## config.mk

```make
export PLATFORM = sky130hd
export DESIGN_NAME = bus_coherence_ctrl
export DESIGN_NICKNAME = d
export VERILOG_FILES = /design/src/rtl/cpu_types_pkg.sv /design/src/rtl/rr_arbiter.sv /design/src/rtl/bus_coherence_ctrl.sv
export SDC_FILE = /design/constraint.sdc
export NUM_CORES = 1
export LEC_CHECK = 0
export CAP_MARGIN = 20
export CORE_AREA = 2 2 195 197
export DETAILED_ROUTE_END_ITERATION = 12
export DIE_AREA = 0 0 197 199
export GPL_ROUTABILITY_DRIVEN = 0
export SLEW_MARGIN = 20
export SYNTH_ARGS = -nofsm -noshare
export SYNTH_HDL_FRONTEND = slang
export SYNTH_HIERARCHICAL = 1
export SYNTH_SLANG_ARGS = --single-unit
```

## constraint.sdc

```tcl
create_clock -name CLK -period 3.1 [get_ports CLK]
set_clock_uncertainty 0.2 [all_clocks]
set_input_delay 0.62 -clock CLK [delete_from_list [all_inputs] [get_ports CLK]]
set_output_delay 0.62 -clock CLK [all_outputs]
set_load 0.05 [all_outputs]
```

## src/rtl/cpu_types_pkg.sv

```systemverilog
// Shared types for the multi-core bus coherence controller: RAM handshake,
// bus word, and controller state encoding.
package cpu_types_pkg;

  typedef logic [31:0] word_t;

  typedef enum logic [1:0] {
    FREE   = 2'd0,
    BUSY   = 2'd1,
    ACCESS = 2'd2,
    ERROR  = 2'd3
  } ramstate_t;

  typedef enum logic [2:0] {
    IDLE    = 3'd0,
    WB      = 3'd1,
    SNOOP   = 3'd2,
    C2C     = 3'd3,
    RAMREAD = 3'd4,
    IFETCH  = 3'd5
  } bus_state_t;

endpackage

```

## src/rtl/rr_arbiter.sv

```systemverilog
// Round-robin arbiter: the first requester strictly after ptr (wrapping) wins;
// grant is one-hot, or all zero when nobody requests.
module rr_arbiter #(
  parameter int N  = 2,
  parameter int IW = (N > 1) ? $clog2(N) : 1
) (
  input  logic [N-1:0]  req,
  input  logic [IW-1:0] ptr,
  output logic [N-1:0]  grant
);

  logic [IW-1:0] sel_s;

  // Scan from farthest to nearest so the nearest requester overwrites earlier hits.
  always_comb begin
    grant = '0;
    sel_s = '0;
    for (int k = N; k >= 1; k--) begin
      sel_s = IW'((int'(ptr) + k) % N);
      if (req[sel_s]) begin
        grant        = '0;
        grant[sel_s] = 1'b1;
      end else begin
        grant = grant;
      end
    end
  end

endmodule

```

## src/rtl/bus_coherence_ctrl.sv

```systemverilog
// Snooping bus controller: arbitrates data (write-back, miss fill) and
// instruction fetches from CPUS cores onto one RAM, with cache-to-cache supply.
module bus_coherence_ctrl
  import cpu_types_pkg::*;
#(
  parameter int CPUS        = 2,
  parameter int BLOCK_WORDS = 2
) (
  input  logic               CLK,
  input  logic               nRST,
  input  logic [CPUS-1:0]    iREN,
  input  logic [CPUS*32-1:0] iaddr,
  output logic [CPUS*32-1:0] iload,
  output logic [CPUS-1:0]    iwait,
  input  logic [CPUS-1:0]    dREN,
  input  logic [CPUS-1:0]    dWEN,
  input  logic [CPUS*32-1:0] daddr,
  input  logic [CPUS*32-1:0] dstore,
  output logic [CPUS*32-1:0] dload,
  output logic [CPUS-1:0]    dwait,
  input  logic [CPUS-1:0]    cctrans,
  input  logic [CPUS-1:0]    ccwrite,
  output logic [CPUS-1:0]    ccwait,
  output logic [CPUS-1:0]    ccinv,
  output logic [CPUS*32-1:0] ccsnoopaddr,
  output logic               ramREN,
  output logic               ramWEN,
  output logic [31:0]        ramaddr,
  output logic [31:0]        ramstore,
  input  logic [31:0]        ramload,
  input  ramstate_t          ramstate
);

  localparam int IW = (CPUS > 1) ? $clog2(CPUS) : 1;
  localparam int CW = (BLOCK_WORDS > 1) ? $clog2(BLOCK_WORDS) : 1;

  bus_state_t    state_r, state_s;
  logic [IW-1:0] gnt_r, gnt_s, dptr_r, dptr_s, iptr_r, iptr_s, sup_r, sup_s;
  logic [CW-1:0] cnt_r, cnt_s;
  logic [CPUS-1:0] dreq_s, dgnt_s, igrant_s;
  logic [IW-1:0] dsel_s, isel_s, sup_idx_s;
  logic          sup_hit_s, acc_s, last_s;

  function automatic logic [IW-1:0] to_idx(input logic [CPUS-1:0] oh);
    logic [IW-1:0] r;
    r = '0;
    for (int k = 0; k < CPUS; k++) begin
      r = oh[k] ? IW'(k) : r;
    end
    return r;
  endfunction

  assign dreq_s = dREN | dWEN | cctrans;
  assign dsel_s = to_idx(dgnt_s);
  assign isel_s = to_idx(igrant_s);
  assign acc_s  = (ramstate == ACCESS);
  assign last_s = (cnt_r == CW'(BLOCK_WORDS - 1));

  rr_arbiter #(.N(CPUS)) u_darb (.req(dreq_s), .ptr(dptr_r), .grant(dgnt_s));
  rr_arbiter #(.N(CPUS)) u_iarb (.req(iREN),   .ptr(iptr_r), .grant(igrant_s));

  // Lowest-index snooped core reporting a Modified copy becomes the supplier.
  always_comb begin
    sup_hit_s = 1'b0;
    sup_idx_s = '0;
    for (int j = CPUS - 1; j >= 0; j--) begin
      sup_hit_s = (ccwrite[j] && (IW'(j) != gnt_r)) ? 1'b1 : sup_hit_s;
      sup_idx_s = (ccwrite[j] && (IW'(j) != gnt_r)) ? IW'(j) : sup_idx_s;
    end
  end

  // Next-state and bus outputs; a dropped request aborts with no RAM strobe.
  always_comb begin
    state_s = state_r;
    gnt_s = gnt_r;
    dptr_s = dptr_r;
    iptr_s = iptr_r;
    sup_s = sup_r;
    cnt_s = cnt_r;
    iload = '0;
    iwait = '1;
    dload = '0;
    dwait = '1;
    ccwait = '0;
    ccinv = '0;
    ccsnoopaddr = '0;
    ramREN = 1'b0;
    ramWEN = 1'b0;
    ramaddr = 32'h0;
    ramstore = 32'h0;
    case (state_r)
      IDLE: begin
        cnt_s = '0;
        if (|dreq_s) begin
          gnt_s   = dsel_s;
          dptr_s  = dsel_s;
          state_s = dWEN[dsel_s] ? WB : SNOOP;
        end else if (|iREN) begin
          gnt_s   = isel_s;
          iptr_s  = isel_s;
          state_s = IFETCH;
        end else begin
          state_s = IDLE;
        end
      end
      WB: begin
        if (!dWEN[gnt_r]) begin
          state_s = IDLE;
        end else begin
          ramWEN   = 1'b1;
          ramaddr  = daddr[32*gnt_r +: 32];
          ramstore = dstore[32*gnt_r +: 32];
          dwait[gnt_r] = !acc_s;
          cnt_s   = (acc_s && last_s) ? '0 : (acc_s ? cnt_r + CW'(1) : cnt_r);
          state_s = (acc_s && last_s) ? IDLE : WB;
        end
      end
      SNOOP: begin
        for (int j = 0; j < CPUS; j++) begin
          if (IW'(j) != gnt_r) begin
            ccwait[j] = 1'b1;
            ccinv[j]  = ccwrite[gnt_r];
            ccsnoopaddr[32*j +: 32] = daddr[32*gnt_r +: 32];
          end else begin
            ccwait[j] = 1'b0;
          end
        end
        sup_s = sup_hit_s ? sup_idx_s : sup_r;
        if (!dREN[gnt_r]) state_s = IDLE;
        else state_s = sup_hit_s ? C2C : RAMREAD;
      end
      C2C: begin
        if (!dREN[gnt_r]) begin
          state_s = IDLE;
        end else begin
          dload[32*gnt_r +: 32] = dstore[32*sup_r +: 32];
          ramWEN   = 1'b1;
          ramaddr  = daddr[32*sup_r +: 32];
          ramstore = dstore[32*sup_r +: 32];
          ccwait[sup_r] = 1'b1;
          dwait[gnt_r]  = !acc_s;
          dwait[sup_r]  = !acc_s;
          cnt_s   = (acc_s && last_s) ? '0 : (acc_s ? cnt_r + CW'(1) : cnt_r);
          state_s = (acc_s && last_s) ? IDLE : C2C;
        end
      end
      RAMREAD: begin
        if (!dREN[gnt_r]) begin
          state_s = IDLE;
        end else begin
          ramREN  = 1'b1;
          ramaddr = daddr[32*gnt_r +: 32];
          dload[32*gnt_r +: 32] = ramload;
          dwait[gnt_r] = !acc_s;
          cnt_s   = (acc_s && last_s) ? '0 : (acc_s ? cnt_r + CW'(1) : cnt_r);
          state_s = (acc_s && last_s) ? IDLE : RAMREAD;
        end
      end
      IFETCH: begin
        if (!iREN[gnt_r]) begin
          state_s = IDLE;
        end else begin
          ramREN  = 1'b1;
          ramaddr = iaddr[32*gnt_r +: 32];
          iload[32*gnt_r +: 32] = ramload;
          iwait[gnt_r] = !acc_s;
          state_s = acc_s ? IDLE : IFETCH;
        end
      end
      default: state_s = IDLE;
    endcase
  end

  // Controller state; pointers start at CPUS-1 so core 0 wins the first tie.
  always_ff @(posedge CLK or negedge nRST) begin
    if (!nRST) begin
      state_r <= IDLE;
      gnt_r   <= '0;
      dptr_r  <= IW'(CPUS - 1);
      iptr_r  <= IW'(CPUS - 1);
      sup_r   <= '0;
      cnt_r   <= '0;
    end else begin
      state_r <= state_s;
      gnt_r   <= gnt_s;
      dptr_r  <= dptr_s;
      iptr_r  <= iptr_s;
      sup_r   <= sup_s;
      cnt_r   <= cnt_s;
    end
  end

endmodule

```

==> qor.txt <==
via count: 7189
die width: 197 microns
Initial Utilization: 11.4%
Clock Tree Buf Depth: 2
synthesized area per cell: 7.03 sq um
die footprint: 0.0392 sq mm
total CTS buffers: 3
H-tree lvl count: 1
multi-input logic area: 0.00392 sq mm
Place WS: -350 ps
Detailed Route WL: 34000 microns
Layout Nets: 1347
I/O pin count: 504
power per cell area: 637 mW/mm^2
first-pass GRT wire length: 47100 microns
# rows: 71
Setup violations, final: 0
setup TNS: 0 ps
worst r2r path cells: 6
critical path data required time: 2280 ps
filler instances: 3699
GRT Util Overall: 15.8%
Worst Hold Class: flip-flop to flip-flop
CP Cell Sequence: mux2_4 -> buf_6 -> nand4_1 -> buf_4 -> o21ai_4 -> buf_12 -> clkbuf_16 -> a22o_4 -> buf_12
ratio of cells with drive above 1 in the final layout: 35.9%
I/O Buffers: 503
pin count of the biggest net entering global routing: 71
die height: 199 microns
worst slew pin tran: 499 ps
CTS tree: built
syn nets: 840
Syn Std Cell Area: 0.00423 sq mm
crit start category: flip-flop
Worst Setup End Kind: output port
wire per inst: 21.5 microns
Min-Delay Path Depth: 1
Synthesis Warnings: 6
slowest cell delay on critical path: 510 ps
critical path class: flip-flop to output port
CP dominant cell by count: buf_12
DR iter-0 viols: 277
via/cell ratio: 4.54
register area: 210 sq um
vias in the first global route: 7366
Post-route DRC: 0
fmax: 326 MHz
CTS sink cnt: 8
root buf cell: clkbuf_16
GRT Residual Overflow: 0
Final Hold Fails: 0
hpwl dp: 26200 microns
maximum VDD drop: 0.330 mV
Cells after Synth: 602
diodes inserted: 0
Slowest cell on crit path: dfrtp_4
Max Cap Viol: 0
crit path time final: 3070 ps
hold path start: iptr_r
Max-slew headroom: 66.7%
fin util: 36.1%
initial antenna violation count: 1
Clk pin slew, worst setup/hold paths: 30 ps
outcome: finished, final reports clean
DR pass1 iterations: 4
Min-Delay Endpoint: iptr_r
Leak: 5.56 nW
Final Cycle Share: 99.0%
beginning of the worst register-to-register path: gnt_r
area grow syn2layout: 217%
worst flop-to-flop path endpoint: cnt_r
clk_lat worst skew: 230 ps
worst setup path start: gnt_r
antenna-violating nets left: 0
Worst Path Max Fanout: 8
FF-to-FF setup slack: 800 ps
Total Power: 8.54 mW
Final Max Slew Viols: 0
# hold bufs at CTS: 0
Final WS setup: 32.3 ps
CP arrival: 2250 ps
core area: 0.0371 sq mm
unrepaired setup endpoints after global routing: yes
Hold WS: 413 ps
==> worst max-delay path, delay by kind of cell (launching register included) <==
kind                   cells  cell delay (ps)
buffers and inverters      5              750
AOI/OAI and AO/OA          2              290
and+or+nand+nor            1              100
DFF                        1              510
muxes                      1              360
==> final cells by class <==
cell class,count,share of cell area [%]
Timing Repair Buffer,581,64.1
Multi-Input combinational cell,511,29.2
Tap cell,474,4.42
Sequential cell,8,1.57
Clock buffer,4,0.588
Inverter,4,0.112
==> repair_timing <==
item	in CTS	in global routing
setup buffers	6	7
pin swaps	6	4
gates cloned	5	2
gates resized for setup	47	14
endpoints found under the setup margin	191	70
==> registers in the layout, indices dropped and copies added (netlist names) <==
register	flops
dptr_r	1
iptr_r	1
gnt_r	1
cnt_r	1
state_r	3
sup_r	1
==> cell usage in the layout (no fill, tap or decap), drive strengths merged, types with 2 or more instances in the layout <==
| master | n |
|---|---|
| a211oi | 2 |
| a21boi | 2 |
| a21oi | 6 |
| a221o | 13 |
| a22o | 33 |
| a22oi | 3 |
| a2bb2oi | 33 |
| and3 | 132 |
| buf | 343 |
| clkbuf | 7 |
| clkdlybuf4s50 | 231 |
| dfrtp | 6 |
| dfstp | 2 |
| dlygate4sd2 | 4 |
| inv | 4 |
| mux2 | 4 |
| mux2i | 106 |
| nand2 | 9 |
| nand2b | 3 |
| nand3 | 5 |
| nor2 | 85 |
| nor2b | 5 |
| nor3b | 2 |
| o211ai | 3 |
| o21ai | 25 |
| o22a | 20 |
| o22ai | 3 |
| o32ai | 3 |
| or3 | 5 |
==> worst max-delay path by stage <==
stage | end | slack (ps) | cells past startpoint
after floorplan | ccwait[1] | 40 | 5
after global placement | ramaddr[5] | -390 | 7
after detailed placement | ramaddr[5] | -350 | 7
after CTS | ramstore[5] | 20 | 10
after global routing | ramstore[11] | -30 | 9
final | ramstore[26] | 30 | 9
==> per-stage QoR <==
stage / area [sq um] / cells
floorplan: 4230 / 602
detailed placement: 12800 / 1561
finish: 13400 / 1582
CTS: 13300 / 1576
global route: 13400 / 1582
global placement: 12800 / 1561
==> where the power goes <==
group	leakage (nW)	switching (mW)	internal [mW]	total, mW
clock	0.0382	0.0490	0.171	0.220
sequential	0.0957	0.104	0.166	0.270
combinational	5.42	4.36	3.69	8.05
total	5.56	4.51	4.03	8.54
==> routing by layer <==
metal  vias up  routed length [microns]  GRT usage, %
li1       3314                        -             -
met4         0                     1040          5.76
met5         -                        0             0
met3        43                     2380          3.29
met1      3450                    13200          18.3
met2       382                    17400          28.7
Power figures use the tool's default switching activity.
